===== config.mk =====
export PLATFORM = sky130hd
export DESIGN_NAME = freq_meter_flat
export DESIGN_NICKNAME = d
export VERILOG_FILES = /design/src/rtl/freq_meter_if.sv /design/src/rtl/freq_meter.sv /design/src/flat_wrapper.sv
export SDC_FILE = /design/constraint.sdc
export NUM_CORES = 1
export LEC_CHECK = 0
export BUFFER_PORTS_ARGS = -buffer_cell sky130_fd_sc_hd__buf_2
export CORE_UTILIZATION = 63
export CTS_CLUSTER_SIZE = 12
export DETAILED_ROUTE_END_ITERATION = 8
export PLACE_DENSITY = 0.85
export REMOVE_ABC_BUFFERS = 1
export SYNTH_ARGS = -nofsm -noshare
export SYNTH_HDL_FRONTEND = slang
export SYNTH_SLANG_ARGS = --single-unit

===== constraint.sdc =====
create_clock -name clk -period 3.21 [get_ports clk]
set_clock_uncertainty 0.1 [all_clocks]
set_input_delay 0.1605 -clock clk [delete_from_list [all_inputs] [get_ports clk]]
set_output_delay 0.1605 -clock clk [all_outputs]
set_load 0.01 [all_outputs]

===== src/rtl/freq_meter_if.sv =====
`default_nettype none
// ============================================================================
// Module      : freq_meter_if
// Description : Signal bundle between a frequency-meter client and the
//               gated edge counter (measurement input, controls, result).
// Revision    : 1.0 - initial release
// ============================================================================
interface freq_meter_if #(
    parameter int CNT_W = 32
) ();
    logic             i_sig;
    logic             i_en;
    logic             i_hold;
    logic [CNT_W-1:0] o_freq;
    logic             o_valid;
    logic             o_overflow;
    logic             o_busy;

    // Client side: drives the measured signal and controls, reads results
    modport master (
        output i_sig, i_en, i_hold,
        input  o_freq, o_valid, o_overflow, o_busy
    );

    // Meter side
    modport slave (
        input  i_sig, i_en, i_hold,
        output o_freq, o_valid, o_overflow, o_busy
    );
endinterface
`default_nettype wire


===== src/rtl/freq_meter.sv =====
`default_nettype none
// ============================================================================
// Module      : freq_meter
// Description : Gated frequency counter. Counts synchronized rising edges of
//               an asynchronous input over back-to-back windows of
//               GATE_CYCLES clk cycles and publishes each window's count.
// Revision    : 1.0 - initial release
// ============================================================================
module freq_meter #(
    parameter int F_CLK       = 25000000,
    parameter int GATE_CYCLES = F_CLK,
    parameter int CNT_W       = 32
) (
    input  wire logic   clk,
    input  wire logic   rst,
    freq_meter_if.slave fm
);
    localparam int                  C_GATE_W    = (GATE_CYCLES > 1) ? $clog2(GATE_CYCLES) : 1;
    localparam logic [C_GATE_W-1:0] C_GATE_LAST = C_GATE_W'(GATE_CYCLES - 1);

    typedef enum logic [0:0] {
        ST_IDLE    = 1'b0,
        ST_MEASURE = 1'b1
    } state_t;

    state_t               r_state;
    state_t               w_state_next;
    logic                 w_close;
    logic                 w_run;

    logic                 r_s1;
    logic                 r_s2;
    logic                 r_s3;
    logic                 w_edge;

    logic [C_GATE_W-1:0]  r_gate_cnt;
    logic [CNT_W-1:0]     r_edge_cnt;
    logic                 r_sat;
    logic                 w_gate_last;
    logic                 w_edge_full;
    logic                 w_sat_hit;
    logic [CNT_W-1:0]     w_edge_cnt_inc;

    logic [CNT_W-1:0]     r_freq;
    logic                 r_valid;
    logic                 r_overflow;

    assign w_edge         = r_s2 & ~r_s3;
    assign w_gate_last    = (r_gate_cnt == C_GATE_LAST);
    assign w_edge_full    = &r_edge_cnt;
    assign w_sat_hit      = w_edge & w_edge_full;
    // Saturating count including an edge detected in the current cycle
    assign w_edge_cnt_inc = (w_edge && !w_edge_full) ? r_edge_cnt + CNT_W'(1) : r_edge_cnt;

    // Two-flop synchronizer plus delay flop for rising-edge detection
    always_ff @(posedge clk) begin
        if (rst) begin
            r_s1 <= 1'b0;
            r_s2 <= 1'b0;
            r_s3 <= 1'b0;
        end else begin
            r_s1 <= fm.i_sig;
            r_s2 <= r_s1;
            r_s3 <= r_s2;
        end
    end

    // State register
    always_ff @(posedge clk) begin
        if (rst) begin
            r_state <= ST_IDLE;
        end else begin
            r_state <= w_state_next;
        end
    end

    // Next state: window close on the last gate cycle, abort on early disable
    always_comb begin
        w_state_next = r_state;
        w_close      = 1'b0;
        w_run        = 1'b0;
        case (r_state)
            ST_IDLE: begin
                if (fm.i_en) begin
                    w_state_next = ST_MEASURE;
                end
            end
            ST_MEASURE: begin
                if (w_gate_last) begin
                    w_close = 1'b1;
                    if (!fm.i_en) begin
                        w_state_next = ST_IDLE;
                    end
                end else if (fm.i_en) begin
                    w_run = 1'b1;
                end else begin
                    w_state_next = ST_IDLE;
                end
            end
            default: begin
                w_state_next = ST_IDLE;
            end
        endcase
    end

    // Gate and edge counters; cleared whenever not mid-window so the next window starts at zero
    always_ff @(posedge clk) begin
        if (rst) begin
            r_gate_cnt <= '0;
            r_edge_cnt <= '0;
            r_sat      <= 1'b0;
        end else if (w_run) begin
            r_gate_cnt <= r_gate_cnt + C_GATE_W'(1);
            r_edge_cnt <= w_edge_cnt_inc;
            r_sat      <= r_sat | w_sat_hit;
        end else begin
            r_gate_cnt <= '0;
            r_edge_cnt <= '0;
            r_sat      <= 1'b0;
        end
    end

    // Publish the closing window's result unless the display hold is active
    always_ff @(posedge clk) begin
        if (rst) begin
            r_freq     <= '0;
            r_valid    <= 1'b0;
            r_overflow <= 1'b0;
        end else begin
            r_valid <= w_close & ~fm.i_hold;
            if (w_close && !fm.i_hold) begin
                r_freq     <= w_edge_cnt_inc;
                r_overflow <= r_sat | w_sat_hit;
            end
        end
    end

    assign fm.o_freq     = r_freq;
    assign fm.o_valid    = r_valid;
    assign fm.o_overflow = r_overflow;
    assign fm.o_busy     = (r_state == ST_MEASURE);

endmodule
`default_nettype wire


===== src/flat_wrapper.sv =====
// flat-port wrapper written by rule: the top's interface ports become plain ports
module freq_meter_flat 
#(
    parameter int F_CLK       = 25000000,
    parameter int GATE_CYCLES = F_CLK,
    parameter int CNT_W       = 32
)
  (clk, rst, fm_i_sig, fm_i_en, fm_i_hold, fm_o_freq, fm_o_valid, fm_o_overflow, fm_o_busy);
  freq_meter_if #(.CNT_W(CNT_W)) fm_i ();
  input  wire logic clk;
  input  wire logic rst;
  input wire logic [$bits(fm_i.i_sig)-1:0] fm_i_sig;
  input wire logic [$bits(fm_i.i_en)-1:0] fm_i_en;
  input wire logic [$bits(fm_i.i_hold)-1:0] fm_i_hold;
  output wire logic [$bits(fm_i.o_freq)-1:0] fm_o_freq;
  output wire logic [$bits(fm_i.o_valid)-1:0] fm_o_valid;
  output wire logic [$bits(fm_i.o_overflow)-1:0] fm_o_overflow;
  output wire logic [$bits(fm_i.o_busy)-1:0] fm_o_busy;
  assign fm_i.i_sig = fm_i_sig;
  assign fm_i.i_en = fm_i_en;
  assign fm_i.i_hold = fm_i_hold;
  assign fm_o_freq = fm_i.o_freq;
  assign fm_o_valid = fm_i.o_valid;
  assign fm_o_overflow = fm_i.o_overflow;
  assign fm_o_busy = fm_i.o_busy;
  freq_meter #(.F_CLK(F_CLK), .GATE_CYCLES(GATE_CYCLES), .CNT_W(CNT_W)) u_core (.clk(clk), .rst(rst), .fm(fm_i));
endmodule

## Yosys cells after proc, flatten, opt, wreduce, memory -nomap -nowiden

Index checks and enable logic that the tools add are counted.

| storage, ports and cells | value |
|---|---|
| flip-flop bits (word level) | 96 |
| input bits | 5 |
| output and inout port bits | 35 |
| logic and storage cells | 32 |

| operators by class | value |
|---|---|
| add/subtract/negate cells | 2 |
| eq/ne operators | 1 |
| muxes and demuxes | 6 |
| bitwise operators | 7 |
| reduce and logical (&&, ||, !) cells | 6 |

Operators by type and width:

| kind | count |
|---|---|
| $add 32x1->32 const B | 1 |
| $mux 32 | 1 |
| $reduce_and 32->1 | 1 |
| $add 25x1->25 const B | 1 |
| $eq 25x25->1 const B | 1 |
| $mux 1 | 5 |
| $and 1x1->1 | 3 |
| $not 1->1 | 3 |
| $logic_and 1x1->1 | 2 |
| $logic_not 1->1 | 2 |
| $reduce_or 2->1 | 1 |
| $or 1x1->1 | 1 |

## Depth between registers and ports, before layout

| logic depth | value |
|---|---|
| depth in word-level cells | 5 |
| mapped depth | 8 |
| depth with buffers taken out | 6 |

## Worst setup path after synthesis

No wires, ideal clock.

| timing | value |
|---|---|
| path type | register to register |
| from | register u_core.r_edge_cnt[0] |
| to | register u_core.r_freq[11] (netlist: u_core.fm.o_freq[11]) |
| setup time | 0.091 ns |
| data arrival time | 1.880 ns |
| required time | 3.019 ns |
| slack | 1.139 ns |
| stages on the path, launching flop included | 8 |
| buffers on the path | 1 |
| clock period less this slack | 2.071 ns |
| cell sequence | dfxtp_1 ha_1 nand4_1 nor4_4 and3b_1 buf_4 o31ai_2 a311oi_1 |

| between the ends | value |
|---|---|
| longest elaborated chain between the ends | 4 |
| elaborated cells on any way between the ends | 5 |
| classes of those cells | 1 x add/sub; 1 x mux; 3 x reduce/logical |

RTL lines:

| what | RTL line | source |
|---|---|---|
| from (decl) | freq_meter.sv:37 | `logic [CNT_W-1:0] r_edge_cnt;` |
| from (signal assigned) | freq_meter.sv:114 | `r_edge_cnt <= w_edge_cnt_inc;` |
| parallel branches: the longest is 3 deep, another holds $add 32x1->32 | - |  |
| $mux 32 * | freq_meter.sv:53 | `assign w_edge_cnt_inc = (w_edge && !w_edge_full) ? r_edge_cnt + CNT_W'(1) : r_edge_cnt;` |
| to (signal assigned) | freq_meter.sv:132 | `r_freq <= w_edge_cnt_inc;` |
| to (decl) | freq_meter.sv:44 | `logic [CNT_W-1:0] r_freq;` |

Mark *: on every way between the ends.
A chain may end at the register's enable or synchronous reset.

## Worst setup path after layout

| timing | value |
|---|---|
| from | register u_core.r_edge_cnt[0] |
| to | register u_core.r_overflow (netlist: u_core.fm.o_overflow) |

| between the ends | value |
|---|---|
| longest elaborated chain between the ends | 3 |

RTL lines:

| what | RTL line | source |
|---|---|---|
| $reduce_and 32->1 | freq_meter.sv:50 | `assign w_edge_full = &r_edge_cnt;` |
| $and 1x1->1 | freq_meter.sv:51 | `assign w_sat_hit = w_edge & w_edge_full;` |
| $or 1x1->1 | freq_meter.sv:133 | `r_overflow <= r_sat \| w_sat_hit;` |
| to (signal assigned) | freq_meter.sv:133 |  |
| to (decl) | freq_meter.sv:46 | `logic r_overflow;` |

No other way between the ends.

==> results.py <==
metrics = {
    "hold_path": {
        "whs_endpoint": "u_core.fm.o_valid$_SDFF_PP0_",
        "min_from": "fm_i_hold",
        "min_path_type": "input port to flip-flop",
        "whs_path_depth": 3,
    },
    "synthesis": {
        "synth_cell_types": 45,
        "synth_xor_area_share_pct": 9.10,
        "synth.area.mux_share_pct": 0.236,
        "syn-cell-area_sq_um": 4230,
        "synth_top_area_share_pct": 45.4,
        "syn_avg_cell_area_sq_um": 9.09,
        "ys_top_cells_by_area": "dfxtp_1 (45%), nor2_1 (6.7%), xnor2_1 (6.2%), a211oi_1 (4.6%), xor2_1 (2.9%)",
        "synth_compound_area_share_pct": 14.5,
        "synthSimpleGateAreaFrac_pct": 26.5,
        "synthCells": 466,
        "synth_top_family_by_area": "simple AND/OR/NAND/NOR gates",
        "ys_warn_count": 0,
        "ys_seq_elements": 96,
        "synth-seq-area-share_pct": 45.4,
        "yosys.area.top_type": "dfxtp_1",
        "synth_fa_ha_area_share_pct": 0.591,
    },
    "timing": {
        "setup_slack_ns": 0.717,
        "max-slew-margin-rel_pct": 57.0,
        "rsz0062_at_grt": "no",
        "min_period_over_period_pct": 77.7,
        "tns_ns": 0,
        "worstMarginPinSlew_ns": 0.642,
        "hold_viol": 0,
        "fmax_mhz": 401,
        "setup_viol": 0,
        "period_needed_ns": 2.49,
        "drv_slew": 0,
    },
    "critical_path": {
        "cp.required_ns": 3.37,
        "crit_buf_inv": 0,
        "timing.rr.end": "u_core.fm.o_overflow$_SDFFE_PP0P_",
        "reg2reg_slack_ns": 0.72,
        "critPathLaunchType": "flip-flop",
        "cp_top_family": "simple AND/OR/NAND/NOR gates",
        "crit_chain": "ha_1, nand4_1, nor4_4, and3b_1, a21oi_1, a211oi_1",
        "reg2reg_depth": 6,
        "critPathMaxFanout": 11,
        "cp_slowest_cell": "nor4_4",
        "r2r-start": "u_core.r_edge_cnt[0]$_SDFF_PP0_",
        "critPathCaptureType": "flip-flop",
        "max_stage_delay_ns": 0.54,
        "path_class": "flip-flop to flip-flop",
        "worstPathArrival_ns": 2.66,
    },
    "floorplanning": {
        "die_w_um": 84.0,
        "ios": 40,
        "fp.coreArea_sq_um": 6420,
        "die-area_sq_um": 7050,
        "rows": 29,
        "start_util_pct": 65.9,
        "die_y_um": 84.0,
    },
    "power": {
        "max-vdd-ir-drop_uv": 314,
        "cellLeakagePower_nw": 1.56,
        "power_mw": 1.91,
        "powerDensity_nw_per_um2": 413,
    },
    "routing": {
        "routed_wl_um": 8990,
        "drt_iter0_markers": 245,
        "routed_via_density": 6.19,
        "route.vias.total": 3577,
        "drt-pass1-iter-count": 7,
        "ant_nets": 0,
        "wl_per_cell_um": 15.6,
        "drc": 6,
    },
    "clock_tree": {
        "cts.clk_slew.worst_paths_ns": 0.09,
        "worstSkewPairLatency_ns": 0.35,
        "cts.path.max_buffers": 2,
        "numCtsBuffers": 9,
        "root_buffer": "clkbuf_8",
        "postCtsResizedCells": 0,
        "cts_setup_buffers": 0,
        "cts.sinks": 96,
        "htree_levels": 3,
        "cts_tree": "built",
    },
    "final_layout": {
        "fin_cells": 578,
        "drive_gt1_share_pct": 14.8,
        "layout_common_cells": "dfxtp_1 (96), nor2_1 (76), buf_2 (39)",
        "fin_nets": 503,
        "mostFrequentLayoutCell": "dfxtp_1",
        "postLayoutCoreUtil_pct": 72.1,
        "area_delta_synth_final_pct": 9.37,
        "diodes": 0,
    },
    "placed_design": {
        "dp.cells": 560,
        "dpl_worst_slack_ns": 0.805,
        "gp_congestion": 0.826,
        "port_buffers": 39,
        "hpwl_um": 5810,
    },
    "grt": {
        "grt_pass1_vias": 3249,
        "antenna_found_initial": 0,
        "grt_start_max_net_pins": 58,
        "grtUsageTotal_pct": 26.4,
        "grt_pass1_wl_um": 15000,
        "grt_overflow_total": 0,
    },
    "outcome": {
        "violations": "DRC",
        "status": "complete, but fails checks",
    },
    "run": {
        "cap_violations": 0,
    },
}
==> through the flow <==
| step | instance area [sq um] | hold WS, ns |
|---|---|---|
| final | 4630 | 0.137 |
| after global routing | 4630 | 0.138 |
| after CTS | 4630 | 0.126 |
| after detailed placement | 4440 | 0.281 |
| after global placement | 4440 | 0.276 |
| after floorplan | 4090 | 0.125 |
==> synth_stat cells, drive strengths merged <==
cell     number
dfxtp        96
nor2         76
xnor2        30
a211oi       27
nand3        22
nand2        19
nand4        19
buf          18
xor2         14
a21oi        12
nor4         12
or3          12
a31oi        11
and3         11
and4         11
clkbuf       11
o21ai        10
o21bai        9
nor2b         6
a2111oi       5
a311oi        5
and2          5
inv           5
nor3          4
nor4b         3
ha            2
nand2b        2
a21o          1
a311o         1
a31o          1
and3b         1
mux2i         1
nand4b        1
nor3b         1
o31ai         1
or4           1
==> cell families after synthesis <==
group,Yosys count
AND/OR/NAND/NOR,206
flip-flops,96
AO/OA/AOI/OAI,83
XOR/XNOR,44
buffers and inverters,34
adder cells (fa/ha/maj),2
multiplexers,1
==> where the power goes <==
part	internal, mW	switching [mW]
combinational	0.0112	0.0197
sequential	1.19	0.00154
clock	0.284	0.402
==> routing by layer <==
metal	up-vias	global-route usage (%)	share of wire, %
met4	0	8.31	1.2
met5	-	0	0
met3	12	6.63	5.8
li1	1739	-	-
met1	1699	34.3	45
met2	127	43.2	48
==> worst register-to-register path, stage by stage, from the launching register on <==
cell and delay, ns:
dfxtp_1 0.39, ha_1 0.23, nand4_1 0.23, nor4_4 0.54, and3b_1 0.48, a21oi_1 0.16, a211oi_1 0.27
==> repair_timing <==
action | in CTS | in global routing
endpoints found under the setup margin | 0 | 0
endpoints found under the hold margin | 2 | 0
hold buffers | 2 | 0
==> cell type report <==
cell class,count,area (sq um)
sequential,96,1920
inverter,5,18.8
clock inverter,4,31.3
fill,501,1790
clock buffer,12,135
multi-input combinational,336,2160
timing repair buffer,48,268
tap,77,96.3
==> sequential cells by signal, indices dropped and copies added, names as in the netlist <==
register,flops
u_core.r_edge_cnt,32
u_core.r_s1,1
u_core.r_gate_cnt,25
u_core.r_s2,1
u_core.fm.o_freq,32
u_core.r_s3,1
u_core.r_sat,1
u_core.fm.o_valid,1
u_core.fm.o_overflow,1
u_core.fm.o_busy,1
==> worst max path at each step <==
stage	startpoint	end	slack [ns]	cells past startpoint
finish	u_core.r_edge_cnt[0]$_SDFF_PP0_	u_core.fm.o_overflow$_SDFFE_PP0P_	0.72	6
global placement	u_core.r_edge_cnt[0]$_SDFF_PP0_	u_core.fm.o_overflow$_SDFFE_PP0P_	0.89	6
CTS	u_core.r_edge_cnt[0]$_SDFF_PP0_	u_core.fm.o_overflow$_SDFFE_PP0P_	0.75	6
detailed placement	u_core.r_edge_cnt[0]$_SDFF_PP0_	u_core.fm.o_overflow$_SDFFE_PP0P_	0.80	6
floorplan	u_core.r_gate_cnt[0]$_SDFF_PP0_	u_core.fm.o_freq[11]$_SDFFE_PP0P_	-0.73	4
global route	u_core.r_edge_cnt[0]$_SDFF_PP0_	u_core.fm.o_overflow$_SDFFE_PP0P_	0.59	6
(Power assumes the default switching activity.)
